$ cat src/rtl/rob_pkg.sv
// Shared reorder-buffer types: per-slot entry state and ring-age helper.
// Latency: n/a (types and a pure function only).
// Backpressure: n/a.
package rob_pkg;

  localparam int ROB_STATE_W = 2;

  typedef enum logic [ROB_STATE_W-1:0] {
    ROB_IDLE = 2'd0,
    ROB_BUSY = 2'd1,
    ROB_DONE = 2'd2
  } rob_state_e;

  // True when slot 'tag' lies strictly after 'ref_tag' and before 'tail' in
  // ring order. A tail index equal to ref_tag can only happen when the ring
  // is full and ref_tag is the head, so the whole ring counts as younger.
  function automatic logic is_younger(input int tag, input int ref_tag,
                                      input int tail, input int depth);
    int d_tag;
    int d_tail;
    d_tag  = (tag - ref_tag) & (depth - 1);
    d_tail = (tail - ref_tag) & (depth - 1);
    if (d_tail == 0) d_tail = depth;
    return (d_tag != 0) && (d_tag < d_tail);
  endfunction

endpackage

$ cat src/rtl/rob_ring_ptr.sv
// Wrapping ring pointer; the MSB is a phase bit that toggles on each wrap.
// Latency: load/increment take effect on the next clock edge.
// Backpressure: none; load has priority over increment.
module rob_ring_ptr #(
  parameter int W = 4
) (
  input  logic         clk_i,
  input  logic         rst_n_i,
  input  logic         inc_i,
  input  logic         load_i,
  input  logic [W-1:0] load_val_i,
  output logic [W-1:0] ptr_o
);

  logic [W-1:0] ptr_q, ptr_d;

  // Next pointer: a squash reload wins over a normal advance.
  always_comb begin
    ptr_d = ptr_q;
    if (load_i)     ptr_d = load_val_i;
    else if (inc_i) ptr_d = ptr_q + W'(1);
  end

  // Pointer register with synchronous active-low reset.
  always_ff @(posedge clk_i) begin
    if (!rst_n_i) ptr_q <= '0;
    else          ptr_q <= ptr_d;
  end

  assign ptr_o = ptr_q;

endmodule

$ cat src/rtl/rob_ctrl.sv
// Reorder-buffer controller: dispatch, out-of-order writeback, in-order commit, partial squash.
// Latency: dispatch/writeback/commit update state next cycle; flush pulse one cycle after a mispredict.
// Backpressure: disp_ready drops when full (registered count) or during a mispredict; commit holds on !cm_ready.
module rob_ctrl
  import rob_pkg::*;
#(
  parameter int DEPTH_LOG = 3,
  parameter int DATA_W    = 8,
  parameter int RF_LOG    = 2,
  parameter int PC_W      = 4
) (
  input  logic                 clk,
  input  logic                 rst,
  input  logic                 disp_valid,
  output logic                 disp_ready,
  input  logic [PC_W-1:0]      disp_pc,
  input  logic                 disp_wen,
  input  logic [RF_LOG-1:0]    disp_rd,
  input  logic                 disp_is_br,
  input  logic                 disp_pred_taken,
  output logic [DEPTH_LOG-1:0] disp_tag,
  input  logic                 wb_valid,
  input  logic [DEPTH_LOG-1:0] wb_tag,
  input  logic [DATA_W-1:0]    wb_data,
  input  logic                 wb_taken,
  input  logic [PC_W-1:0]      wb_next_pc,
  input  logic [DEPTH_LOG-1:0] lk_tag,
  output logic                 lk_done,
  output logic [DATA_W-1:0]    lk_data,
  output logic                 cm_valid,
  input  logic                 cm_ready,
  output logic [PC_W-1:0]      cm_pc,
  output logic                 cm_wen,
  output logic [RF_LOG-1:0]    cm_rd,
  output logic [DATA_W-1:0]    cm_data,
  output logic                 flush_valid,
  output logic [DEPTH_LOG-1:0] flush_tag,
  output logic [PC_W-1:0]      flush_pc,
  output logic [DEPTH_LOG:0]   count
);

  localparam int DEPTH = 1 << DEPTH_LOG;

  rob_state_e              state_q [DEPTH];
  rob_state_e              state_d [DEPTH];
  logic [PC_W-1:0]         pc_q    [DEPTH];
  logic                    wen_q   [DEPTH];
  logic [RF_LOG-1:0]       rd_q    [DEPTH];
  logic                    is_br_q [DEPTH];
  logic                    pred_q  [DEPTH];
  logic [DATA_W-1:0]       data_q  [DEPTH];

  logic [DEPTH_LOG:0]      head_ptr, tail_ptr, squash_tail;
  logic [DEPTH_LOG:0]      count_q, count_d;
  logic [DEPTH_LOG-1:0]    head_idx, tail_idx, br_dist;
  logic                    full, wb_hit, mispredict, fire, commit;
  logic                    flush_valid_q;
  logic [DEPTH_LOG-1:0]    flush_tag_q;
  logic [PC_W-1:0]         flush_pc_q;

  assign head_idx = head_ptr[DEPTH_LOG-1:0];
  assign tail_idx = tail_ptr[DEPTH_LOG-1:0];

  // count never exceeds DEPTH, so its MSB alone marks the full condition.
  assign full       = count_q[DEPTH_LOG];
  assign wb_hit     = wb_valid && (state_q[wb_tag] == ROB_BUSY);
  assign mispredict = wb_hit && is_br_q[wb_tag] && (wb_taken != pred_q[wb_tag]);
  assign disp_ready = !full && !mispredict;
  assign fire       = disp_valid && disp_ready;
  assign cm_valid   = (state_q[head_idx] == ROB_DONE);
  assign commit     = cm_valid && cm_ready;
  assign disp_tag   = tail_idx;

  // Rebuild the tail from head so the phase bit stays consistent with it.
  assign br_dist     = wb_tag - head_idx;
  assign squash_tail = head_ptr + (DEPTH_LOG+1)'(br_dist) + (DEPTH_LOG+1)'(1);

  rob_ring_ptr #(.W(DEPTH_LOG+1)) u_head (
    .clk_i      (clk),
    .rst_n_i    (rst),
    .inc_i      (commit),
    .load_i     (1'b0),
    .load_val_i ('0),
    .ptr_o      (head_ptr)
  );

  rob_ring_ptr #(.W(DEPTH_LOG+1)) u_tail (
    .clk_i      (clk),
    .rst_n_i    (rst),
    .inc_i      (fire),
    .load_i     (mispredict),
    .load_val_i (squash_tail),
    .ptr_o      (tail_ptr)
  );

  // Next slot states and occupancy from writeback, squash, dispatch and commit.
  always_comb begin
    for (int i = 0; i < DEPTH; i++) state_d[i] = state_q[i];
    if (wb_hit) state_d[wb_tag] = ROB_DONE;
    if (mispredict) begin
      for (int i = 0; i < DEPTH; i++) begin
        if (is_younger(i, int'(wb_tag), int'(tail_idx), DEPTH)) state_d[i] = ROB_IDLE;
      end
    end
    if (fire)   state_d[tail_idx] = ROB_BUSY;
    if (commit) state_d[head_idx] = ROB_IDLE;

    if (mispredict)
      count_d = (DEPTH_LOG+1)'(br_dist) + (DEPTH_LOG+1)'(1) - (DEPTH_LOG+1)'(commit);
    else
      count_d = count_q + (DEPTH_LOG+1)'(fire) - (DEPTH_LOG+1)'(commit);
  end

  // Slot state, occupancy and the registered flush pulse.
  always_ff @(posedge clk) begin
    if (!rst) begin
      for (int i = 0; i < DEPTH; i++) state_q[i] <= ROB_IDLE;
      count_q       <= '0;
      flush_valid_q <= 1'b0;
      flush_tag_q   <= '0;
      flush_pc_q    <= '0;
    end else begin
      for (int i = 0; i < DEPTH; i++) state_q[i] <= state_d[i];
      count_q       <= count_d;
      flush_valid_q <= mispredict;
      if (mispredict) begin
        flush_tag_q <= wb_tag;
        flush_pc_q  <= wb_next_pc;
      end
    end
  end

  // Entry payload; only the slot state is reset. Resolved direction and
  // target are consumed at writeback time, so an entry keeps just the result.
  always_ff @(posedge clk) begin
    if (fire) begin
      pc_q[tail_idx]    <= disp_pc;
      wen_q[tail_idx]   <= disp_wen;
      rd_q[tail_idx]    <= disp_rd;
      is_br_q[tail_idx] <= disp_is_br;
      pred_q[tail_idx]  <= disp_pred_taken;
    end
    if (wb_hit) data_q[wb_tag] <= wb_data;
  end

  // Lookup with same-cycle writeback bypass.
  always_comb begin
    lk_done = (state_q[lk_tag] == ROB_DONE);
    lk_data = data_q[lk_tag];
    if (wb_valid && (wb_tag == lk_tag)) begin
      lk_done = 1'b1;
      lk_data = wb_data;
    end
  end

  assign cm_pc       = pc_q[head_idx];
  assign cm_wen      = wen_q[head_idx];
  assign cm_rd       = rd_q[head_idx];
  assign cm_data     = data_q[head_idx];
  assign flush_valid = flush_valid_q;
  assign flush_tag   = flush_tag_q;
  assign flush_pc    = flush_pc_q;
  assign count       = count_q;

endmodule

$ cat config.mk
export PLATFORM = sky130hd
export DESIGN_NAME = rob_ctrl
export DESIGN_NICKNAME = d
export VERILOG_FILES = /design/src/rtl/rob_pkg.sv /design/src/rtl/rob_ring_ptr.sv /design/src/rtl/rob_ctrl.sv
export SDC_FILE = /design/constraint.sdc
export NUM_CORES = 1
export LEC_CHECK = 0
export BUFFER_PORTS_ARGS = -buffer_cell sky130_fd_sc_hd__buf_2
export CELL_PAD_IN_SITES_DETAIL_PLACEMENT = 0
export CELL_PAD_IN_SITES_GLOBAL_PLACEMENT = 1
export CORE_ASPECT_RATIO = 1.2
export CORE_UTILIZATION = 45
export DETAILED_ROUTE_END_ITERATION = 8
export HOLD_SLACK_MARGIN = 0.02
export PLACE_DENSITY_LB_ADDON = 0.1
export SKIP_LAST_GASP = 1
export SYNTH_ARGS = -nofsm -noshare
export SYNTH_HDL_FRONTEND = slang
export SYNTH_SLANG_ARGS = --single-unit
$ cat constraint.sdc
create_clock -name clk -period 3.9 [get_ports clk]
set_clock_uncertainty 0.15 [all_clocks]
set_input_delay 0.585 -clock clk [delete_from_list [all_inputs] [get_ports clk]]
set_output_delay 0.585 -clock clk [all_outputs]
set_load 0.03 [all_outputs]
==> run summary <==
The post-synthesis cell count came out at approximately 570. The worst setup path is captured at an output pin. The CTS buffer count came out at 17. The worst slew slack as a fraction of its limit came out at between 40 and 50%. The first detailed-routing pass ran for 4 iterations. The worst-case IR drop observed on VDD is around 0.25 mV.

The number of enable-type register cells in the synthesized netlist came out at ~140. The cell area power density came out at between 400 and 500 nW/um^2. In the final routing, the length of wire on met1 measures 8290 microns. The path type of the worst min-delay path is input port to register.

The number of fillers in the final layout is about 1600. The run finished with clean final reports. The dominant register cell in the synthesized netlist is sky130_fd_sc_hd__edfxtp_1. The detailed router's first-iteration violation count is 371. Sorting the synthesized cells by how often they occur yields sky130_fd_sc_hd__edfxtp_1 (136), sky130_fd_sc_hd__mux4_2 (54), sky130_fd_sc_hd__nor2_1 (44).

In this run the cell area of the synthesized design comes to approximately 8400 sq um. The critical path startpoint category is a register. The standby leakage power came out at between 0.003 and 0.004 uW. The initial utilization of the core area, before any placement, comes to between 40% and 50%. The share of Yosys cell area claimed by the top area cell type is 48.4%. Of all flip-flops after synthesis, the portion carrying an async set or reset was 0%. The detailed route wirelength on metal2 is slightly below 10000 microns. The number of buffers added to fix hold violations after cts came out at 0. Of all nets on the critical path, the largest fanout is 18. The number of flip-flops and latches in the synthesized netlist is approximately 170. The final routed DRC violation total came out at 0.

The die is ~150 microns tall. The count of standard-cell rows is 54. The critical setup path kind is register to output pin. The endpoint identified for the worst register-to-register timing path is state_q[2][0]. The worst-skew pair later-pin latency is ~0.43 ns. The final global-route overflow total came out at 0. The final-report setup violation count came out at 0. The worst-case clock buffer depth is 2.

The number of global-route vias before repair is about 5200. Summing the sequential cell areas from Yosys gives 57.2% of the chip area. The number of warning messages in the yosys log is 0. The cell chosen for the clock root is sky130_fd_sc_hd__clkbuf_16.

The area of the core region is around 18000 sq um. The final HPWL from detailed placement is ~13000 microns. After clock tree synthesis, the repair step resized 0 gates. The level count of the clock H-tree is 4. The destination of the critical timing path is cm_rd[0]. Setup repair after global routing left no endpoint under its margin.

A synthesized cell averages roughly 15 sq um. sky130_fd_sc_hd__edfxtp_1 takes more of the synthesized area than any other cell. Yosys instantiated no cell more often than sky130_fd_sc_hd__edfxtp_1.

The arrival time reported for the critical path endpoint came out at approximately 2.5 ns. The final worst-path cycle share is roughly 83%. The weighted congestion at the end of routability-driven global placement came out at ~0.85. The number of port buffers is 73.

0 antenna diodes ended up in the layout. The detailed-route vias per instance is 5.70. The layout overhead on the synthesized area came out at 14.8%. Ranked by total cell area, the synthesized netlist is headed by sky130_fd_sc_hd__edfxtp_1 (48%), sky130_fd_sc_hd__mux4_2 (14%), sky130_fd_sc_hd__dfxtp_1 (8.8%), sky130_fd_sc_hd__ha_1 (4.6%), sky130_fd_sc_hd__mux2i_1 (2.6%).

The net count of the finished layout is ~700. The startpoint identified for the worst register-to-register timing path is u_tail.ptr_o[0]. Across the run, the number of max-cap violations was 0. The distinct cell type count after synthesis came out at about 50. The detailed router placed 5054 vias in this run. The die footprint came out at roughly 19000 sq um. For this design the top-level I/O count stands at between 70 and 80. Clock-pin slew was measured on the worst setup and hold paths at approximately 0.070 ns.

The global-route wire length before repair is around 30000 microns. The post-CTS setup buffer count is 0. The upper clock frequency limit came out at a little over 0.3 GHz.

The routed design uses 752 microns of met3 wire. The critical path required time came out at 3.16 ns. The setup slack on the worst flop-to-flop path is 0.92 ns. The aggregate routed wire length is ~19000 microns. The post-route worst hold slack is ~0.24 ns. The post-route setup TNS is 0 ns. The path depth of the worst reg2reg path is 9. The max-slew violation total from the final report came out at 0. The die span in x came out at about 130 microns. The post-detailed-route wirelength per cell came out at around 22 microns. At the pin with the least slew margin, the transition time is 0.788 ns. The number of antenna violations at the first check in global routing is 0.

The net count of the mapped netlist came out at 638. The number of sinks driven by the clock tree is 173. Entering global routing, the biggest net connects 24 pins. TritonCTS built the clock tree. The minimum clock period is roughly 3.2 ns.

The number of hold violations in the final report is 0. The share of final-layout standard cells stronger than drive strength 1 came out at roughly a third. In this run the remaining antenna-violating nets after routing total 0. The uppermost metal layer occupied by signal nets is met4. The global-route usage over all layers is about a fifth.
[final cells by class]
cell class	instances	area [sq um]	share of cell area [%]
Clock buffer	17	425	4.39
Clock inverter	15	176	1.82
Multi-Input combinational cell	338	3370	34.8
Tap cell	224	280	2.89
Inverter	30	113	1.16
Sequential cell	173	4830	49.8
Timing Repair Buffer	90	493	5.09
[how the worst min path moves through the flow]
stage             startpoint            end  slack, ns  cells after the start
6_report       wb_next_pc[2]    flush_pc[2]       0.24                      3
5_1_grt        wb_next_pc[3]    flush_pc[3]       0.25                      3
4_1_cts        wb_next_pc[2]    flush_pc[2]       0.23                      3
3_5_place_dp    flush_tag[1]   flush_tag[1]       0.34                      2
3_3_place_gp     flush_pc[2]    flush_pc[2]       0.32                      2
2_1_floorplan  state_q[0][0]  state_q[0][0]       0.32                      2
[flip-flops by register name, indices dropped and copies added, names as in the netlist, 4 cells and up, named ones only]
name,cells
data_q,64
pc_q,32
rd_q,16
state_q,16
is_br_q,8
pred_q,8
wen_q,8
count,4
flush_pc,4
[layout by cell type (no fill, tap or decap), types with 3 or more instances in the layout]
master	instances
sky130_fd_sc_hd__nand3_1	5
sky130_fd_sc_hd__clkbuf_16	17
sky130_fd_sc_hd__nand2_1	20
sky130_fd_sc_hd__nor2b_1	7
sky130_fd_sc_hd__buf_2	73
sky130_fd_sc_hd__nor4_2	3
sky130_fd_sc_hd__o21ai_0	9
sky130_fd_sc_hd__inv_1	25
sky130_fd_sc_hd__nor2_1	44
sky130_fd_sc_hd__xnor2_1	10
sky130_fd_sc_hd__xor2_1	5
sky130_fd_sc_hd__ha_1	31
sky130_fd_sc_hd__inv_2	4
sky130_fd_sc_hd__nand3_2	4
sky130_fd_sc_hd__clkinv_1	3
sky130_fd_sc_hd__dfxtp_1	36
sky130_fd_sc_hd__inv_8	5
sky130_fd_sc_hd__o2bb2ai_1	6
sky130_fd_sc_hd__nand3b_1	4
sky130_fd_sc_hd__mux4_2	54
sky130_fd_sc_hd__a21oi_1	24
sky130_fd_sc_hd__a211oi_1	4
sky130_fd_sc_hd__buf_4	17
sky130_fd_sc_hd__o211ai_1	4
sky130_fd_sc_hd__mux2i_1	22
sky130_fd_sc_hd__a31oi_1	3
sky130_fd_sc_hd__edfxtp_1	136
sky130_fd_sc_hd__nand2b_1	19
sky130_fd_sc_hd__and3_1	7
sky130_fd_sc_hd__nor3_1	7
sky130_fd_sc_hd__mux2_2	16
sky130_fd_sc_hd__fa_1	3
sky130_fd_sc_hd__nor3b_1	4
sky130_fd_sc_hd__and3_4	4
sky130_fd_sc_hd__inv_6	4
[logic make-up (layout without fill, tap and decap cells)]
kind of cell / after synthesis / in the layout / synth area share (%)
and+or+nand+nor: 131 / 131 / 8.44
buffers and inverters: 60 / 152 / 2.92
DFF: 173 / 173 / 57.2
adders and majority gates: 34 / 34 / 5.31
xor gates and xnor gates: 17 / 17 / 2.03
muxes: 93 / 93 / 19.3
AOI/OAI and AO/OA: 63 / 63 / 4.79
[metal layers]
layer | GRT usage (%) | vias to the layer above
met2 | 37.2 | 135
met5 | 0 | -
met1 | 27.0 | 2558
met4 | 6.58 | 0
met3 | 3.59 | 18
li1 | - | 2343
[per-stage QoR]
| step | power (uW) | cell area (sq um) | utilization [%] | std cells | worst slack (ns) |
|---|---|---|---|---|---|
| 6_report | 4490 | 9680 | 53.1 | 887 | 0.675 |
| 5_1_grt | 4670 | 9680 | 53.1 | 887 | 0.509 |
| 4_1_cts | 4520 | 9680 | 53.1 | 887 | 0.600 |
| 3_5_place_dp | 2810 | 9080 | 49.8 | 855 | 0.473 |
| 3_3_place_gp | 2800 | 9080 | 49.8 | 855 | 0.532 |
| 2_1_floorplan | 2600 | 8430 | - | 571 | 0.421 |
[critical path: stages, from the launching register on]
cell and delay (ns):
sky130_fd_sc_hd__dfxtp_2 0.34, sky130_fd_sc_hd__buf_4 0.29, sky130_fd_sc_hd__buf_4 0.42, sky130_fd_sc_hd__mux4_2 0.55, sky130_fd_sc_hd__mux2_2 0.28, sky130_fd_sc_hd__buf_2 0.18
[power by group]
part           total [uW]  switching (uW)  leakage, uW  internal [uW]
combinational         667             406      0.00172            262
sequential           2090            34.1      0.00153           2060
clock                1730             760     0.000298            972
No activity file was read; power rests on OpenSTA's default activity.
